$ cat config.mk
export PLATFORM = sky130hd
export DESIGN_NAME = afifo_reader_flat
export DESIGN_NICKNAME = d
export VERILOG_FILES = /design/src/rtl/afifo_pkg.sv /design/src/rtl/afifo_reader_if.sv /design/src/rtl/afifo_skid2.sv /design/src/rtl/afifo_reader.sv /design/src/flat_wrapper.sv
export SDC_FILE = /design/constraint.sdc
export NUM_CORES = 1
export LEC_CHECK = 0
export CORE_ASPECT_RATIO = 0.9
export CORE_MARGIN = 1.5
export CORE_UTILIZATION = 46
export DETAILED_ROUTE_END_ITERATION = 8
export GPL_TIMING_DRIVEN = 0
export PLACE_DENSITY = 0.74
export SLEW_MARGIN = 40
export SYNTH_ARGS = -nofsm -noshare
export SYNTH_HDL_FRONTEND = slang
export SYNTH_SLANG_ARGS = --single-unit
$ cat constraint.sdc
create_clock -name rclk -period 2.4 [get_ports rclk]
set_input_delay 0.36 -clock rclk [delete_from_list [all_inputs] [get_ports rclk]]
set_output_delay 0.36 -clock rclk [all_outputs]
set_load 0.02 [all_outputs]
$ cat src/rtl/afifo_pkg.sv
// Shared definitions for the afifo read-side drain engine: state encoding,
// default widths common with afifo, and the buffer headroom rule.
package afifo_pkg;

    localparam int AFIFO_DWIDTH = 8;
    localparam int AFIFO_CNTW   = 16;

    typedef enum logic {
        RUN   = 1'b0,
        FLUSH = 1'b1
    } rd_state_t;

    // True while buffered plus in-flight words leave room for one more read.
    function automatic logic has_room(input logic [1:0] occ, input logic infl);
        return (({1'b0, occ} + {2'b00, infl}) < 3'd2);
    endfunction

endpackage

$ cat src/rtl/afifo_reader_if.sv
// FIFO read port plus downstream valid/ready stream of the afifo reader.
interface afifo_reader_if
    import afifo_pkg::*;
#(
    parameter int DWIDTH = AFIFO_DWIDTH
);

    logic              empty;
    logic [DWIDTH-1:0] out;
    logic              ren;
    logic [DWIDTH-1:0] m_data;
    logic              m_valid;
    logic              m_ready;

    modport master (
        input  empty,
        input  out,
        output ren,
        output m_data,
        output m_valid,
        input  m_ready
    );

    modport slave (
        output empty,
        output out,
        input  ren,
        input  m_data,
        input  m_valid,
        output m_ready
    );

endinterface

$ cat src/rtl/afifo_skid2.sv
// Two-entry FIFO-ordered skid buffer; entry 0 is always the head.
module afifo_skid2
    import afifo_pkg::*;
#(
    parameter int DWIDTH = AFIFO_DWIDTH
) (
    input  logic              rclk,
    input  logic              rst,
    input  logic              clr,
    input  logic              push,
    input  logic [DWIDTH-1:0] din,
    input  logic              pop,
    output logic [DWIDTH-1:0] head,
    output logic [1:0]        occ
);

    logic [DWIDTH-1:0] ent0_r;
    logic [DWIDTH-1:0] ent1_r;
    logic [1:0]        occ_r;

    // Storage and occupancy update; clear beats any push or pop in the same cycle.
    always_ff @(posedge rclk) begin
        if (rst) begin
            ent0_r <= {DWIDTH{1'b0}};
            ent1_r <= {DWIDTH{1'b0}};
            occ_r  <= 2'd0;
        end else if (clr) begin
            occ_r <= 2'd0;
        end else begin
            case ({push, pop})
                2'b10: begin
                    case (occ_r)
                        2'd0: begin
                            ent0_r <= din;
                            occ_r  <= 2'd1;
                        end
                        2'd1: begin
                            ent1_r <= din;
                            occ_r  <= 2'd2;
                        end
                        default: occ_r <= occ_r;
                    endcase
                end
                2'b01: begin
                    if (occ_r != 2'd0) begin
                        ent0_r <= ent1_r;
                        occ_r  <= occ_r - 2'd1;
                    end else begin
                        occ_r <= occ_r;
                    end
                end
                2'b11: begin
                    // Occupancy is unchanged; only the ordering of entries moves.
                    if (occ_r == 2'd2) begin
                        ent0_r <= ent1_r;
                        ent1_r <= din;
                    end else begin
                        ent0_r <= din;
                    end
                end
                default: occ_r <= occ_r;
            endcase
        end
    end

    assign head = ent0_r;
    assign occ  = occ_r;

endmodule

$ cat src/rtl/afifo_reader.sv
// Read-side drain engine for afifo: throttled read enable, skid buffering,
// valid/ready delivery, flush mode and a delivered-word counter.
module afifo_reader
    import afifo_pkg::*;
#(
    parameter int DWIDTH = AFIFO_DWIDTH,
    parameter int CNTW   = AFIFO_CNTW
) (
    input  logic            rclk,
    input  logic            rst,
    afifo_reader_if.master  bus,
    input  logic            flush,
    output logic            flush_done,
    output logic [CNTW-1:0] rd_count
);

    rd_state_t         state_r;
    logic              infl_r;
    logic              flush_done_r;
    logic [CNTW-1:0]   rd_count_r;

    logic [1:0]        occ_s;
    logic [DWIDTH-1:0] head_s;
    logic              ren_s;
    logic              push_s;
    logic              pop_s;
    logic              clr_s;
    logic              m_valid_s;

    // Read enable, capture, pop and clear decisions for the current state.
    always_comb begin
        ren_s     = 1'b0;
        push_s    = 1'b0;
        clr_s     = 1'b0;
        m_valid_s = (state_r == RUN) && (occ_s != 2'd0);
        pop_s     = m_valid_s && bus.m_ready;
        if (rst) begin
            ren_s = 1'b0;
        end else begin
            case (state_r)
                RUN: begin
                    ren_s  = !bus.empty && has_room(occ_s, infl_r);
                    push_s = infl_r;
                    clr_s  = flush;
                end
                FLUSH: begin
                    // Drain unthrottled; anything captured is thrown away.
                    ren_s = !bus.empty;
                    clr_s = 1'b1;
                end
                default: begin
                    ren_s = 1'b0;
                end
            endcase
        end
    end

    // Run/flush sequencing, in-flight tracking, completion pulse and counter.
    always_ff @(posedge rclk) begin
        if (rst) begin
            state_r      <= RUN;
            infl_r       <= 1'b0;
            flush_done_r <= 1'b0;
            rd_count_r   <= {CNTW{1'b0}};
        end else begin
            infl_r       <= ren_s;
            flush_done_r <= 1'b0;
            if (pop_s) begin
                rd_count_r <= rd_count_r + {{(CNTW-1){1'b0}}, 1'b1};
            end
            case (state_r)
                RUN: begin
                    if (flush) begin
                        state_r <= FLUSH;
                    end
                end
                FLUSH: begin
                    if (bus.empty && !infl_r) begin
                        state_r      <= RUN;
                        flush_done_r <= 1'b1;
                    end
                end
                default: begin
                    state_r <= RUN;
                end
            endcase
        end
    end

    afifo_skid2 #(
        .DWIDTH (DWIDTH)
    ) u_skid (
        .rclk (rclk),
        .rst  (rst),
        .clr  (clr_s),
        .push (push_s),
        .din  (bus.out),
        .pop  (pop_s),
        .head (head_s),
        .occ  (occ_s)
    );

    assign bus.ren     = ren_s;
    assign bus.m_valid = m_valid_s;
    assign bus.m_data  = head_s;
    assign flush_done  = flush_done_r;
    assign rd_count    = rd_count_r;

endmodule

$ cat src/flat_wrapper.sv
// flat-port wrapper written by rule: the top's interface ports become plain ports
module afifo_reader_flat import afifo_pkg::*;
#(
    parameter int DWIDTH = AFIFO_DWIDTH,
    parameter int CNTW   = AFIFO_CNTW
)
  (rclk, rst, flush, flush_done, rd_count, bus_empty, bus_out, bus_ren, bus_m_data, bus_m_valid, bus_m_ready);
  afifo_reader_if #(.DWIDTH(DWIDTH)) bus_i ();
  input  logic rclk;
  input  logic rst;
  input  logic flush;
  output logic flush_done;
  output logic [CNTW-1:0] rd_count;
  input wire logic [$bits(bus_i.empty)-1:0] bus_empty;
  input wire logic [$bits(bus_i.out)-1:0] bus_out;
  output wire logic [$bits(bus_i.ren)-1:0] bus_ren;
  output wire logic [$bits(bus_i.m_data)-1:0] bus_m_data;
  output wire logic [$bits(bus_i.m_valid)-1:0] bus_m_valid;
  input wire logic [$bits(bus_i.m_ready)-1:0] bus_m_ready;
  assign bus_i.empty = bus_empty;
  assign bus_i.out = bus_out;
  assign bus_ren = bus_i.ren;
  assign bus_m_data = bus_i.m_data;
  assign bus_m_valid = bus_i.m_valid;
  assign bus_i.m_ready = bus_m_ready;
  afifo_reader #(.DWIDTH(DWIDTH), .CNTW(CNTW)) u_core (.rclk(rclk), .rst(rst), .bus(bus_i), .flush(flush), .flush_done(flush_done), .rd_count(rd_count));
endmodule
==> results.cfg <==
[run_status]
status = finished clean

[cts]
cts.sinks = 37
clk_pin_slew_ns = 0.07
clock_latency_ns = 0.30
root_buffer = clkbuf_8
cts_hold_buf = 0
cts_tree = yes
clockBufferDepth = 2
h-tree-depth = 2
numCtsBuffers = 5

[grt]
grt_usage = 0.201
globalRoute.totalOverflow = 0
grt_pass1_vias = 1566
antenna_found_initial = 0
grt_max_degree = 20
grt_first_pass_wirelength_um = 7110

[routing]
drt_wl_total_um = 3940
drt_iter0_markers = 110
vias_per_cell = 5.63
drtAntennaViolNets = 0
drt-wirelength-per-cell_um = 13.3
firstDrtPassIters = 4
drc = 0
vias = 1666

[final_layout]
area_growth_syn_to_layout_pct = 30.7
postLayoutCoreUtil = 0.632
num-nets-final = 266
layout_commonest_cell = clkdlybuf4s50_1
drive_gt1_frac = 0.100
diodes = 0
final_cell_mix = clkdlybuf4s50_1 (39), dfxtp_1 (37), a21oi_1 (18)

[sta]
finalWorstSetupSlack_ns = 0.103
period_minus_slack_ns = 2.30
setup_violations = 0
finalHoldViolations = 0
skew_ns = 0.00746
drv_slew = 0
worst_pin_slew_ns = 0.684
rsz0062_at_grt = false
max-slew-margin-rel = 0.531
min_period_over_period = 0.957
fmax_mhz = 435

[placement]
post-place-ws_ns = -0.536
place_hpwl_um = 2820
gp_congestion = 0.858
portBuffers = 39

[synthesis]
synth-main-ff-cell = dfxtp_1
synth_top_area_share = 0.407
synthArstFlopShare = 0
syn_avg_cell_area_um2 = 8.87
synth.distinct_cells = 43
synth_edf_count = 0
syn-cell-area_um2 = 1820
yosys_warnings = 0
synthesis.instances = 205
yosysSeqAreaShare = 0.407
synth_fp_nets = 222
ys_top_cells_by_area = dfxtp_1 (41%), a221oi_2 (5.8%), a21oi_1 (5.0%)
ys_seq_elements = 37
yosys.area.top_type = dfxtp_1

[worst_setup_path]
critical_path.slowest_cell = clkdlybuf4s50_1
regToRegSetupSlack_ns = 0.23
required_ns = 2.04
cpMostUsedCell = clkdlybuf4s50_1
critical_path.cell_chain = clkdlybuf4s50_1 -> buf_2 -> nor3_1 -> clkdlybuf4s50_1
cpPeakStageDelay_ns = 0.62
end_kind = primary output
path_buf_inv = 3
worstSetupPathType = in -> out
cp-start-kind = input port
worst_path_dominant_cell_family = buffers and inverters
arrival_ns = 1.94
path_max_fanout = 19

[power]
ir_worst_vdd_uv = 381
leakagePower_nw = 0.823
finalPower_mw = 1.32
pwr_density_cell_nw_per_um2 = 557

[die]
chipWidth_um = 69.3
die_h_um = 62.6
coreArea_um2 = 3760
die_area_um2 = 4340
initial_core_util = 0.484
ios = 40
rows = 21

[run]
maxCapViolCount = 0

[min_path]
hp-class = reg -> reg
-- flip-flops by register name, indices dropped and copies added (netlist names) --
register,cells
u_core.state_r,1
u_core.u_skid.ent1_r,8
u_core.flush_done,1
u_core.infl_r,1
u_core.u_skid.occ,2
u_core.u_skid.head,8
u_core.rd_count,16
-- logic make-up (layout without fill, tap and decap cells) --
logic type,after synthesis,count (layout),share of synthesized area
buf+inv,26,71,0.0633
xor+xnor,9,9,0.0434
compound gates,58,58,0.241
mux,2,2,0.0117
simple gates,69,69,0.206
fa+ha+maj,4,4,0.0275
flops,37,37,0.407
-- per-stage QoR --
stage               instance area [um2]  setup TNS, ns  cells  hold WS, ns
global placement                   2270         -0.555    290        0.451
finish                             2380              0    296        0.464
CTS                                2380              0    296        0.467
floorplan                          1820              0    205        0.437
detailed placement                 2270         -0.536    290        0.456
global route                       2380              0    296        0.488
-- repair_timing --
| item | in CTS | in global routing |
|---|---|---|
| buffers inserted | 0 | 0 |
| gates resized for setup | 1 | 0 |
| endpoints found under the setup margin | 1 | 0 |
-- worst min-delay path: cells and delay by family (launching register included) --
family / cells / cell delay, ns
AOI/OAI and AO/OA: 1 / 0.05
DFF: 1 / 0.31
buffers and inverters: 1 / 0.06
-- area by class of cell --
class | count | area [um2]
buffer | 10 | 56.3
clock buffer | 7 | 86.3
clock inverter | 1 | 30.0
fill | 373 | 1380
inverter | 14 | 52.6
multi-input combinational | 142 | 962
sequential | 37 | 741
tap | 46 | 57.6
timing repair buffer | 39 | 390
-- worst paths after layout --
kind / cells past startpoint / endpoint / startpoint
setup / recovery: 4 / bus_ren / rst
hold / removal: 2 / u_core.u_skid.head[2] / u_core.u_skid.head[2]
setup reg to reg: 9 / u_core.u_skid.head[6] / u_core.u_skid.occ[0]
hold reg to reg: 2 / u_core.u_skid.head[2] / u_core.u_skid.head[2]
-- cell usage after synthesis (all sizes together), types with 5 or more instances --
cell,instances
o31ai,5
a211oi,9
nor2,12
clkbuf,5
a21oi,18
inv,14
nand4,5
o21ai,11
dfxtp,37
buf,7
nand3,13
a221oi,7
xor2,8
nand2,15
-- power breakdown --
part           switching [mW]  internal, mW  leakage (nW)
Sequential            0.00624         0.624         0.299
Combinational          0.0722        0.0604         0.465
Clock                   0.223         0.339        0.0585
-- metal layers --
metal / track usage / routed length [um]
met1: 0.265 / 1830
met2: 0.315 / 1840
met3: 0.0484 / 191
met4: 0.0882 / 78
met5: 0 / 0
(Power assumes the default switching activity.)
==> RTL edit 1, RTL diff (same flow settings) <==
The package constant `AFIFO_DWIDTH` goes from 8 to 9.
--- a/src/rtl/afifo_pkg.sv
+++ b/src/rtl/afifo_pkg.sv
@@ -2,7 +2,7 @@
 // default widths common with afifo, and the buffer headroom rule.
 package afifo_pkg;
 
-    localparam int AFIFO_DWIDTH = 8;
+    localparam int AFIFO_DWIDTH = 9;
     localparam int AFIFO_CNTW   = 16;
 
     typedef enum logic {
Interface: changed (resized bus_m_data and bus_out); port bits go from 40 to 42. The function was not compared with the original's and may differ.
==> RTL edit 1 against the original RTL <==
  * Cell area increased by 8.1%
  * Synthesized area increased by 7.7%
  * Power increased by 4.2%
  * Wire length increased by 16%
  * Critical path depth increased by 1
  * Setup slack improved by 60 ps
  * Final cell count increased by 8.8%
  * Sequential cell count increased by 2
  * Critical path type is now reg2out
  * Critical endpoint is now bus_m_valid
  * Highest routed layer unchanged
==> RTL edit 1: results (changes against the original RTL) <==
\begin{tabular}{lr}
\hline
Metric & Value \\
\hline
\multicolumn{2}{l}{\textbf{Worst setup path}} \\
R2r setup slk & 180 ps (-50 ps) \\
End of the critical path & bus\_m\_valid \\
R2R cell count & 9 (unchanged) \\
Nature of the critical path startpoint & register \\
Max FO, Critical Path & 9 (-10) \\
Max stage delay on crit path & 600 ps (-20 ps) \\
R2R Path End & u\_core.u\_skid.head[4] \\
Critical path arrival & 1880 ps (-60 ps) \\
\multicolumn{2}{l}{\textbf{Detailed routing}} \\
Total wire length & 4560 um (+16\%) \\
DRC marker count from the first detailed-route iteration & 123 (+12\%) \\
First-pass iteration count of the detailed router & 6 (+2) \\
Met2 wire length & 2090 um (+13\%) \\
Detailed route wirelength on metal3 & 189 um (-1.0\%) \\
Average vias per placed instance & 5.60 (-0.57\%) \\
Detail-routed net length per standard cell & 14.1 um (+6.4\%) \\
M1 wire length & 2230 um (+22\%) \\
\multicolumn{2}{l}{\textbf{Synthesis}} \\
Top post-synthesis cells by count & dfxtp\_1, a21oi\_1, nand2\_1, inv\_1, nor2\_1 \\
Count of cell types in the netlist & 45 (+4.7\%) \\
Sequential cell area fraction in the yosys report & 39.9\% (-0.87 points) \\
Post-Syn Area per Cell & 8.74 um2 (-1.4\%) \\
Post-synth ARST share & 0\% (unchanged) \\
Number of nets produced by synthesis & 242 (+9.0\%) \\
Area contributors post-synth & dfxtp\_1, a221oi\_2, a21oi\_1 \\
\multicolumn{2}{l}{\textbf{Timing}} \\
Worst-Margin Slew & 638 ps (-46.2 ps) \\
Maximum clock frequency & 447 MHz (+2.7\%) \\
Post-Route Skew & 10.0 ps (+2.54 ps) \\
\multicolumn{2}{l}{\textbf{Pwr}} \\
Switch share & 23.1\% (+0.33 points) \\
Static leakage power & 0.860 nW (+4.6\%) \\
Max VDD drop & 0.429 mV (+12\%) \\
\multicolumn{2}{l}{\textbf{GRT}} \\
Number of antenna violations at the first check in global routing & 0 (unchanged) \\
Vias in the first global route & 1579 (+0.83\%) \\
Pin count of the biggest net entering global routing & 13 (-35\%) \\
First-pass GRT wire length & 7390 um (+3.9\%) \\
GRT Overall Usage & 20.2\% (+0.047 points) \\
\multicolumn{2}{l}{\textbf{Finish}} \\
Fin nets & 291 (+9.4\%) \\
Count of fill cells added during filler insertion & 377 (+1.1\%) \\
Fraction of layout instances using a drive strength above 1 & 11.7\% (+1.7 points) \\
\multicolumn{2}{l}{\textbf{Placed design}} \\
Half-perimeter wire length after detailed placement & 3070 um (+8.6\%) \\
Gp weighted congestion & 0.823 (-4.1\%) \\
Count of port buffers added during placement & 41 (+5.1\%) \\
Number of cells after detailed placement & 313 (+7.9\%) \\
\multicolumn{2}{l}{\textbf{Clock tree}} \\
CTS Buffer Depth & 2 (unchanged) \\
\multicolumn{2}{l}{\textbf{Run status}} \\
Result of the run & complete, no violations \\
\hline
\end{tabular}
==> RTL edit 1: changes by cell type after synthesis, moves of 3 or more <==
cell and delta:
o21ai_0 +9, xor2_1 -5, nand2_1 +4, nor3_1 +3, inv_1 +3, xnor2_1 +6
o21ai_1 -7
==> RTL edit 1: cell families after synthesis <==
logic type	count (synthesis)	share of synthesized area [%]
mux	3	1.60
compound gates	61	23.4
fa+ha+maj	4	2.56
simple gates	77	21.5
flops	39	39.9
xor+xnor	10	4.47
buf+inv	30	6.65
==> RTL edit 1: worst min-delay path by stage <==
| stage | from | to | cells past startpoint |
|---|---|---|---|
| 3_5_place_dp | u_core.u_skid.head[6] | u_core.u_skid.head[6] | 2 |
| 3_3_place_gp | u_core.u_skid.head[2] | u_core.u_skid.head[2] | 2 |
| 4_1_cts | u_core.u_skid.head[6] | u_core.u_skid.head[6] | 2 |
| 2_1_floorplan | bus_empty | u_core.infl_r | 1 |
| 5_1_grt | u_core.u_skid.head[5] | u_core.u_skid.head[5] | 2 |
| 6_report | u_core.u_skid.head[6] | u_core.u_skid.head[6] | 2 |
==> RTL edit 1: stage by stage <==
step | worst slack, ps | hold WS (ps) | area (um2)
4_1_cts | 19.1 | 463 | 2550
3_3_place_gp | -117 | 448 | 2430
6_report | 163 | 460 | 2570
5_1_grt | 56.9 | 477 | 2570
2_1_floorplan | 408 | 437 | 1960
3_5_place_dp | -115 | 451 | 2430
==> RTL edit 1: routing by layer <==
metal,track usage (%),vias to the layer above
li1,-,904
met1,28.1,849
met2,30.8,45
met3,4.51,4
met4,6.84,0
met5,0,-
==> RTL edit 1: critical path: cells and delay by family (launching register included) <==
kind	cells	cell delay, ps
buffers and inverters	3	890
DFF	1	390
adders and majority gates	1	200
and+or+nand+nor	1	110
==> RTL edit 1: final cells by class <==
class | instances | area (um2) | area share (%)
Clock buffer | 6 | 82.6 | 3.21
Buffer | 12 | 71.3 | 2.78
Timing Repair Buffer | 43 | 428 | 16.7
Sequential cell | 39 | 781 | 30.4
Clock inverter | 2 | 35.0 | 1.36
Tap cell | 48 | 60.1 | 2.34
Inverter | 17 | 63.8 | 2.48
Multi-Input combinational cell | 155 | 1050 | 40.8
==> RTL edit 1: what timing repair did <==
| item | CTS | global route |
|---|---|---|
| hold buffers | 0 | 0 |
| resized for setup | 5 | 1 |
| buffers inserted | 0 | 2 |
| setup endpoints to repair | 2 | 12 |
| pin swaps | 0 | 1 |
==> RTL edit 1: power groups by stage <==
| stage | sequential (mW) | clock (mW) | combinational [mW] |
|---|---|---|---|
| after floorplan | 0.689 | 0 | 0.0721 |
| after global placement | 0.680 | 0 | 0.143 |
| after detailed placement | 0.681 | 0 | 0.144 |
| after CTS | 0.666 | 0.568 | 0.147 |
| after global routing | 0.668 | 0.602 | 0.158 |
| final | 0.666 | 0.567 | 0.148 |
==> RTL edit 2, RTL diff (config.mk and constraints unchanged) <==
Without the edit above. Make the reset (`rst`) asynchronous in 2 clocked blocks.
--- a/src/rtl/afifo_skid2.sv
+++ b/src/rtl/afifo_skid2.sv
@@ -19,7 +19,7 @@
     logic [1:0]        occ_r;
 
     // Storage and occupancy update; clear beats any push or pop in the same cycle.
-    always_ff @(posedge rclk) begin
+    always_ff @(posedge rclk or posedge rst) begin
         if (rst) begin
             ent0_r <= {DWIDTH{1'b0}};
             ent1_r <= {DWIDTH{1'b0}};
--- a/src/rtl/afifo_reader.sv
+++ b/src/rtl/afifo_reader.sv
@@ -56,7 +56,7 @@
     end
 
     // Run/flush sequencing, in-flight tracking, completion pulse and counter.
-    always_ff @(posedge rclk) begin
+    always_ff @(posedge rclk or posedge rst) begin
         if (rst) begin
             state_r      <= RUN;
             infl_r       <= 1'b0;
Function: differs if rst is asserted again (counterexample within 4 cycles, from zero or initial values and one cycle with rst high); with rst held inactive, the same outputs for 10 cycles.
==> RTL edit 2 against the original RTL <==
  * Global-route usage shrank 2.1 points
  * Setup slack lost 81 ps
  * Critical path type is now reg2reg
  * Wire length shrank 0.64%
  * Synthesized area shrank 1.1%
  * Largest cell class is now sequential cells
  * Critical endpoint is now u_core.u_skid.head[3]
  * Cell area grew 9.1%
  * Sequential share of layout area grew 4.5 points
  * Sequential cell count is the same
  * Register-to-register slack lost 210 ps
Power is not compared: it rests on default switching activity, and its combinational part moved more than twofold at a synthesized area within 25%.
==> RTL edit 2: results (changes against the original RTL) <==
\begin{tabular}{lr}
\hline
Metric & Value \\
\hline
\multicolumn{2}{l}{\textbf{Timing}} \\
Post-Route Skew & 5.84 ps (-1.63 ps) \\
Max-Slew Margin vs Limit & 61.7\% (+8.6 points) \\
Maximum clock frequency & 420 MHz (-3.4\%) \\
\multicolumn{2}{l}{\textbf{Detailed routing}} \\
Average vias per placed instance & 5.29 (-6.1\%) \\
M1 wire length & 1770 um (-3.4\%) \\
Detailed route wirelength on metal3 & 150 um (-21\%) \\
DRC marker count from the first detailed-route iteration & 82 (-25\%) \\
\multicolumn{2}{l}{\textbf{Finish}} \\
Signed area change from the synthesized netlist to the final layout & 44.2\% \\
Sequential portion of the cell area & 35.7\% (+4.5 points) \\
Non-clk buf share & 20.6\% (+1.8 points) \\
Fraction of area in multi-input gates & 35.6\% (-4.9 points) \\
Count of inverters not on the clock network in the layout & 9 (-5) \\
Fin nets & 230 (-14\%) \\
\multicolumn{2}{l}{\textbf{Worst setup path}} \\
End of the critical path & u\_core.u\_skid.head[3] \\
R2R cell count & 10 (+1) \\
Reg-to-reg startpoint & u\_core.u\_skid.occ[0] \\
\multicolumn{2}{l}{\textbf{Clock tree}} \\
Number of buffers added for setup after CTS & 3 (+3) \\
Number of gates resized after cts & 8 (+7) \\
\multicolumn{2}{l}{\textbf{Run status}} \\
Result of the run & complete, no violations \\
\multicolumn{2}{l}{\textbf{Placed design}} \\
Post-place setup slack & -1180 ps (-647 ps) \\
Half-perimeter wire length after detailed placement & 2460 um (-13\%) \\
\multicolumn{2}{l}{\textbf{GRT}} \\
Met3 global-route usage & 4.53\% (-0.31 points) \\
Vias in the first global route & 1333 (-15\%) \\
Global routing met1 resource utilization & 24.6\% (-1.8 points) \\
\multicolumn{2}{l}{\textbf{Synthesis}} \\
Synth Area in XOR/XNOR & 7.31\% (+3.0 points) \\
Sequential cell area fraction in the yosys report & 51.5\% (+11 points) \\
Share of synthesized cell area in full adder, half adder and majority cells & 5.57\% (+2.8 points) \\
Area fraction in compound gates after synthesis & 7.45\% (-17 points) \\
Number of nets produced by synthesis & 169 (-24\%) \\
\hline
\end{tabular}
## RTL edit 2: cell count changes in the layout (fill, tap and decap cells not counted), moves of 7 or more
cell,change
a211oi_1,-7
a21oi_1,-15
a221oi_2,-7
a22o_1,+7
buf_4,+12
dfrtp_1,+37
dfxtp_1,-37
inv_1,-11
mux2_4,+11
nand3_1,-8
o21ai_1,-8
xnor2_1,+12
## RTL edit 2: worst max-delay path, stage by stage (launching register included)
cell and delay (ps):
dfrtp_1 400, inv_2 70, ha_4 160, or3b_4 370
buf_8 150, ha_4 160, inv_4 60, nor2_4 40
a2111oi_4 290, buf_6 210, mux2_2 350
## RTL edit 2: power groups by stage
stage / registers, mW / logic [mW] / clock network [mW]
finish: 0.862 / 0.734 / 0.516
CTS: 0.859 / 0.661 / 0.521
global route: 0.882 / 0.785 / 0.552
global placement: 0.859 / 0.626 / 0
floorplan: 0.972 / 0.251 / 0
detailed placement: 0.870 / 0.637 / 0
